[src/rtl/cpu_pkg.sv]
// Shared RV32 pipeline types: datapath widths, ALU control encodings and the
// ID/EX pipeline register layout.
package cpu_pkg;
    localparam int XLEN = 32;
    localparam int RIDX = 5;

    typedef enum logic [1:0] {
        ALUOP_ADD   = 2'b00,
        ALUOP_SUB   = 2'b01,
        ALUOP_FUNCT = 2'b10,
        ALUOP_ADD2  = 2'b11
    } aluop_e;

    localparam logic [3:0] FUNCT_ADD  = 4'h0;
    localparam logic [3:0] FUNCT_SUB  = 4'h8;
    localparam logic [3:0] FUNCT_SLL  = 4'h1;
    localparam logic [3:0] FUNCT_SLT  = 4'h2;
    localparam logic [3:0] FUNCT_SLTU = 4'h3;
    localparam logic [3:0] FUNCT_XOR  = 4'h4;
    localparam logic [3:0] FUNCT_SRL  = 4'h5;
    localparam logic [3:0] FUNCT_SRA  = 4'hD;
    localparam logic [3:0] FUNCT_OR   = 4'h6;
    localparam logic [3:0] FUNCT_AND  = 4'h7;

    typedef struct packed {
        logic            valid;
        logic [RIDX-1:0] rs1;
        logic [RIDX-1:0] rs2;
        logic [RIDX-1:0] rd;
        logic [XLEN-1:0] rs1_val;
        logic [XLEN-1:0] rs2_val;
        logic [XLEN-1:0] imm;
        logic            alusrc;
        logic [1:0]      aluop;
        logic [3:0]      funct;
        logic            regwrite;
        logic            memread;
        logic            memwrite;
    } id_ex_t;
endpackage

[src/rtl/forward_unit.sv]
// Per-operand bypass mux: EX/MEM beats MEM/WB, x0 never forwards.
module forward_unit #(
    parameter int XLEN = 32,
    parameter int RIDX = 5
) (
    input  logic [RIDX-1:0] rs,
    input  logic [XLEN-1:0] rs_val,
    input  logic [RIDX-1:0] mem_rd,
    input  logic            mem_regwrite,
    input  logic [XLEN-1:0] mem_result,
    input  logic [RIDX-1:0] wb_rd,
    input  logic            wb_regwrite,
    input  logic [XLEN-1:0] wb_result,
    output logic [XLEN-1:0] fwd
);
    logic hit_mem, hit_wb;

    assign hit_mem = mem_regwrite && (mem_rd != '0) && (mem_rd == rs);
    assign hit_wb  = wb_regwrite  && (wb_rd  != '0) && (wb_rd  == rs);

    always_comb begin
        fwd = rs_val;
        if (hit_mem)     fwd = mem_result;
        else if (hit_wb) fwd = wb_result;
    end
endmodule

[src/rtl/ex_operand_stage.sv]
// ID/EX pipeline register with operand forwarding and load-use stall/bubble.
module ex_operand_stage #(
    parameter int XLEN = cpu_pkg::XLEN,
    parameter int RIDX = cpu_pkg::RIDX
) (
    input  logic            clk,
    input  logic            rst_n,
    input  logic            id_valid,
    input  logic [RIDX-1:0] id_rs1,
    input  logic [RIDX-1:0] id_rs2,
    input  logic [RIDX-1:0] id_rd,
    input  logic [XLEN-1:0] id_rs1_val,
    input  logic [XLEN-1:0] id_rs2_val,
    input  logic [XLEN-1:0] id_imm,
    input  logic            id_alusrc,
    input  logic [1:0]      id_aluop,
    input  logic [3:0]      id_funct,
    input  logic            id_regwrite,
    input  logic            id_memread,
    input  logic            id_memwrite,
    input  logic            flush,
    input  logic [RIDX-1:0] mem_rd,
    input  logic            mem_regwrite,
    input  logic [XLEN-1:0] mem_result,
    input  logic [RIDX-1:0] wb_rd,
    input  logic            wb_regwrite,
    input  logic [XLEN-1:0] wb_result,
    output logic            stall,
    output logic            ex_valid,
    output logic [XLEN-1:0] ex_a,
    output logic [XLEN-1:0] ex_b,
    output logic [XLEN-1:0] ex_store_data,
    output logic [1:0]      ex_aluop,
    output logic [3:0]      ex_funct,
    output logic [RIDX-1:0] ex_rd,
    output logic            ex_regwrite,
    output logic            ex_memread,
    output logic            ex_memwrite
);
    import cpu_pkg::*;

    localparam int NUM_OPS = 2;

    id_ex_t q, d;
    logic   hz;

    logic [NUM_OPS-1:0][RIDX-1:0] op_idx;
    logic [NUM_OPS-1:0][XLEN-1:0] op_val;
    logic [NUM_OPS-1:0][XLEN-1:0] op_fwd;

    // Conservative: rs2 is compared even when the immediate replaces it.
    assign hz = q.valid && q.memread && (q.rd != '0) && id_valid &&
                ((q.rd == id_rs1) || (q.rd == id_rs2));
    assign stall = hz && !flush;

    always_comb begin
        d          = '0;
        d.valid    = id_valid;
        d.rs1      = id_rs1;
        d.rs2      = id_rs2;
        d.rd       = id_rd;
        d.rs1_val  = id_rs1_val;
        d.rs2_val  = id_rs2_val;
        d.imm      = id_imm;
        d.alusrc   = id_alusrc;
        d.aluop    = id_aluop;
        d.funct    = id_funct;
        d.regwrite = id_regwrite;
        d.memread  = id_memread;
        d.memwrite = id_memwrite;
    end

    // Bubble is the all-zero record, so flush and hazard share one path.
    always_ff @(posedge clk or negedge rst_n) begin
        if (!rst_n)          q <= '0;
        else if (flush || hz) q <= '0;
        else                 q <= d;
    end

    assign op_idx = {q.rs2, q.rs1};
    assign op_val = {q.rs2_val, q.rs1_val};

    for (genvar i = 0; i < NUM_OPS; i++) begin : g_fwd
        forward_unit #(.XLEN(XLEN), .RIDX(RIDX)) u_fwd (
            .rs          (op_idx[i]),
            .rs_val      (op_val[i]),
            .mem_rd      (mem_rd),
            .mem_regwrite(mem_regwrite),
            .mem_result  (mem_result),
            .wb_rd       (wb_rd),
            .wb_regwrite (wb_regwrite),
            .wb_result   (wb_result),
            .fwd         (op_fwd[i])
        );
    end

    assign ex_valid      = q.valid;
    assign ex_a          = op_fwd[0];
    assign ex_b          = q.alusrc ? q.imm : op_fwd[1];
    assign ex_store_data = op_fwd[1];
    assign ex_aluop      = q.aluop;
    assign ex_funct      = q.funct;
    assign ex_rd         = q.rd;
    assign ex_regwrite   = q.valid && q.regwrite;
    assign ex_memread    = q.valid && q.memread;
    assign ex_memwrite   = q.valid && q.memwrite;
endmodule

[config.mk]
export PLATFORM = sky130hd
export DESIGN_NAME = ex_operand_stage
export DESIGN_NICKNAME = d
export VERILOG_FILES = /design/src/rtl/cpu_pkg.sv /design/src/rtl/forward_unit.sv /design/src/rtl/ex_operand_stage.sv
export SDC_FILE = /design/constraint.sdc
export NUM_CORES = 1
export LEC_CHECK = 0
export CAP_MARGIN = 10
export CORE_ASPECT_RATIO = 1.75
export CORE_MARGIN = 8
export CORE_UTILIZATION = 34
export DETAILED_ROUTE_END_ITERATION = 7
export DONT_BUFFER_PORTS = 1
export PLACE_DENSITY = 0.54
export SLEW_MARGIN = 20
export SYNTH_ARGS = -nofsm -noshare
export SYNTH_HDL_FRONTEND = slang
export SYNTH_SLANG_ARGS = --single-unit
[constraint.sdc]
create_clock -name clk -period 5.7 [get_ports clk]
set_input_delay 0.285 -clock clk [delete_from_list [all_inputs] [get_ports clk]]
set_output_delay 0.285 -clock clk [all_outputs]
set_load 0.03 [all_outputs]
==> metrics.md <==
| Metric | Value |
|---|---|
| RSZ-0062 raised after global routing | `false` |
| CTS buffer count | `17` |
| HPWL after DPL | `16.98 mm` |
| Ys Warns | `0` |
| Die width | `123.2 um` |
| Min-Delay Startpoint | `id_rs2_val[2]` |
| Iter 0 DRT Violations | `353` |
| Vias in the first global route | `6,279` |
| Setup WS pre-CTS | `1.967 ns` |
| DRC | `0` |
| Die Span Y | `203.6 um` |
| Total number of vias | `5,456` |
| HP Class | `in2reg` |
| Final Core Density | `43.82%` |
| Total Routed Length | `23.51 mm` |
| Clock Path Buffers | `2` |
| Die area | `25,080 um^2` |
| Leak | `0.003600 uW` |
| Post-synth cell types | `33` |
| Hold Crit Depth | `1` |
| Final WS setup | `1.583 ns` |
| Setup-failing EPs final | `0` |
| Total track usage | `18.78%` |
| Mapped Area | `6838 um^2` |
| Path depth of the worst reg2reg path | `6` |
| Register area | `3054 um^2` |
| Starting density of the core | `34.64%` |
| Mapped Nets | `890` |
| Via-to-Cell Ratio | `5.292` |
| PortBufs | `0` |
| Hold Crit Endpoint | `op_val[34]` |
| Most frequent cells in the layout | `and2_1, dlygate4sd3_1, dfrtp_1, nor2_1, nand2_1` |
| RePlAce Congestion | `0.8900` |
| Inserted Diodes | `0` |
| Setup tns final | `0 ns` |
| Critical path peak fanout | `33` |
| Root Buffer Master | `clkbuf_16` |
| Hold buffer count at cts | `122` |
| RR Startpoint | `ex_rd[1]` |
| Synthesized instance count | `689` |
| Final Cycle Share | `72.23%` |
| Final ANT Viol Nets | `0` |
| Initial antenna violation count | `2` |
| R2r setup slk | `2.88 ns` |
| Clk_skew | `0.004125 ns` |
| Worst VDD drop | `0.2043 mV` |
| Multi-input logic area | `3263 um^2` |
| Crit. End Element | `output port` |
| Tmin final | `4.117 ns` |
| # resized after CTS | `0` |
| Commonest non-fill, non-tap cell in the layout | `and2_1` |
| Routed length per instance | `22.81 um` |
| Worst R2R End | `op_val[28]` |
| Critical Setup Path Class | `reg2out` |
| Crit path DAT | `3.83 ns` |
| # Post-CTS Setup Buffers | `0` |
| Area delta synth->final | `26.50%` |
| Max Clock Freq | `242.9 MHz` |
| Pwr dens | `276.0 nW/um^2` |
| Ports | `313` |
| Core Rows | `68` |
| Layout Nets | `976` |
| Register area share after synthesis | `44.65%` |
| Global-route wire length before repair | `35.74 mm` |
| Filler Cells Inserted | `1,861` |
| Top-area cell type share of the netlist area | `44.65%` |
| Status | `finished, final reports clean` |
| Largest net degree at the start of global routing | `123` |
| H-tree depth | `4` |
| Slew @ Worst Pin | `1.062 ns` |
| Crit path largest cell delay | `1.09 ns` |
| Core ar. | `19,740 um^2` |
| Share of cells above drive strength 1 | `13.99%` |
| Worst-Skew Late Latency | `0.42 ns` |
| Slew Limit Fails | `0` |
| Yosys reg bits | `122` |
| Worst-path cell chain | `inv_1 > o221a_2 > and4_2 > a211oi_1 > o31ai_1` |
| Max-Cap Viols | `0` |
| Total congestion overflow | `0` |
| Worst Setup Start Kind | `flip-flop` |
| Req. time, crit path | `5.41 ns` |
| Mean post-synth cell area | `9.924 um^2` |
| Slowest cell on crit path | `and4_2` |
| Drt pass-1 iters | `5` |
| TritonCTS Sinks | `122` |
| Clock transition at path regs | `0.05 ns` |
| Synth area leader | `dfrtp_1` |
| CTS tree | `built` |
| Ranking of synthesized cells by area | `dfrtp_1, and2_1, a211oi_2, o31ai_2, nor2_1` |
| Slew Limit Headroom | `29.19%` |
| Final hold viol count | `0` |
==> power breakdown <==
part,switching (uW),internal [uW]
logic,277,153
clock network,378,636
registers,32.9,911
total,688,1700
==> flip-flops by register name (all words and copies together) (netlist names) <==
| name | flops |
|---|---|
| ex_aluop | 2 |
| op_idx | 10 |
| ex_rd | 5 |
| ex_valid | 1 |
| q | 36 |
| op_val | 64 |
| ex_funct | 4 |
==> cells in the mapped netlist <==
library cell / instances
nand3_1: 3
nor4_1: 2
o22ai_1: 1
a211oi_2: 30
nand2_1: 36
o211a_1: 1
o31ai_1: 2
and2_1: 125
or4_1: 3
a221oi_2: 2
a41oi_1: 32
and4_1: 2
o211ai_1: 1
or2_2: 1
dfrtp_1: 122
clkbuf_1: 22
inv_1: 35
a21oi_2: 1
o21ai_0: 1
buf_2: 12
nor2_1: 98
o31ai_2: 30
a21oi_1: 32
o221a_2: 1
buf_1: 1
buf_4: 15
buf_6: 15
xnor2_1: 19
nand4_1: 1
a211oi_1: 2
inv_2: 1
xor2_1: 8
mux2i_1: 32
==> cells by family (layout without fill, tap and decap cells) <==
kind of cell	after synthesis	count (layout)	share of synthesized area, %
buf+inv	101	198	8.234
mux	32	32	4.684
compound gates	136	136	19.01
simple gates	271	271	19.96
xor+xnor	27	27	3.458
flops	122	122	44.65
==> final cells by class <==
cell class,instances,share of cell area [%]
inverters,36,1.562
flip-flops and latches,122,35.31
clock inverters,8,0.8101
clock buffers,22,5.598
repair buffers,132,15.45
multi-input cells,466,37.73
well taps,245,3.544
==> worst max-delay path by stage <==
stage,start,cells past startpoint,endpoint
floorplan,mem_rd[0],6,ex_b[0]
global placement,op_idx[7],5,ex_b[31]
detailed placement,op_idx[7],5,ex_b[31]
CTS,op_idx[7],5,ex_b[31]
global route,op_idx[7],5,ex_b[0]
finish,op_idx[7],5,ex_b[0]
==> metrics by stage <==
| step | cells | cell area (um^2) | power, uW | hold WS (ns) |
|---|---|---|---|---|
| finish | 1031 | 8650 | 2388 | 0.02366 |
| CTS | 1029 | 8612 | 2417 | 0.0001768 |
| global route | 1031 | 8650 | 2493 | 0.008050 |
| detailed placement | 877 | 6819 | 1302 | -0.006572 |
| global placement | 877 | 6819 | 1294 | -0.007066 |
| floorplan | 689 | 6838 | 1253 | -0.01059 |
==> critical path, delay by kind of cell, from the launching register on <==
| family | cells | cell delay (ns) |
|---|---|---|
| AO/OA/AOI/OAI | 3 | 1.78 |
| AND/OR/NAND/NOR | 1 | 1.09 |
| flip-flops | 1 | 0.39 |
| buffers and inverters | 1 | 0.12 |
==> metal layers <==
layer  track usage (%)  share of wire, %  up-vias
li1                  -                 -     2488
met1             18.86                35     2671
met2             33.95                55      242
met3             5.428               6.9       51
met4             9.511               3.0        4
met5                 0             0.089        -
No activity file was read; power rests on OpenSTA's default activity.
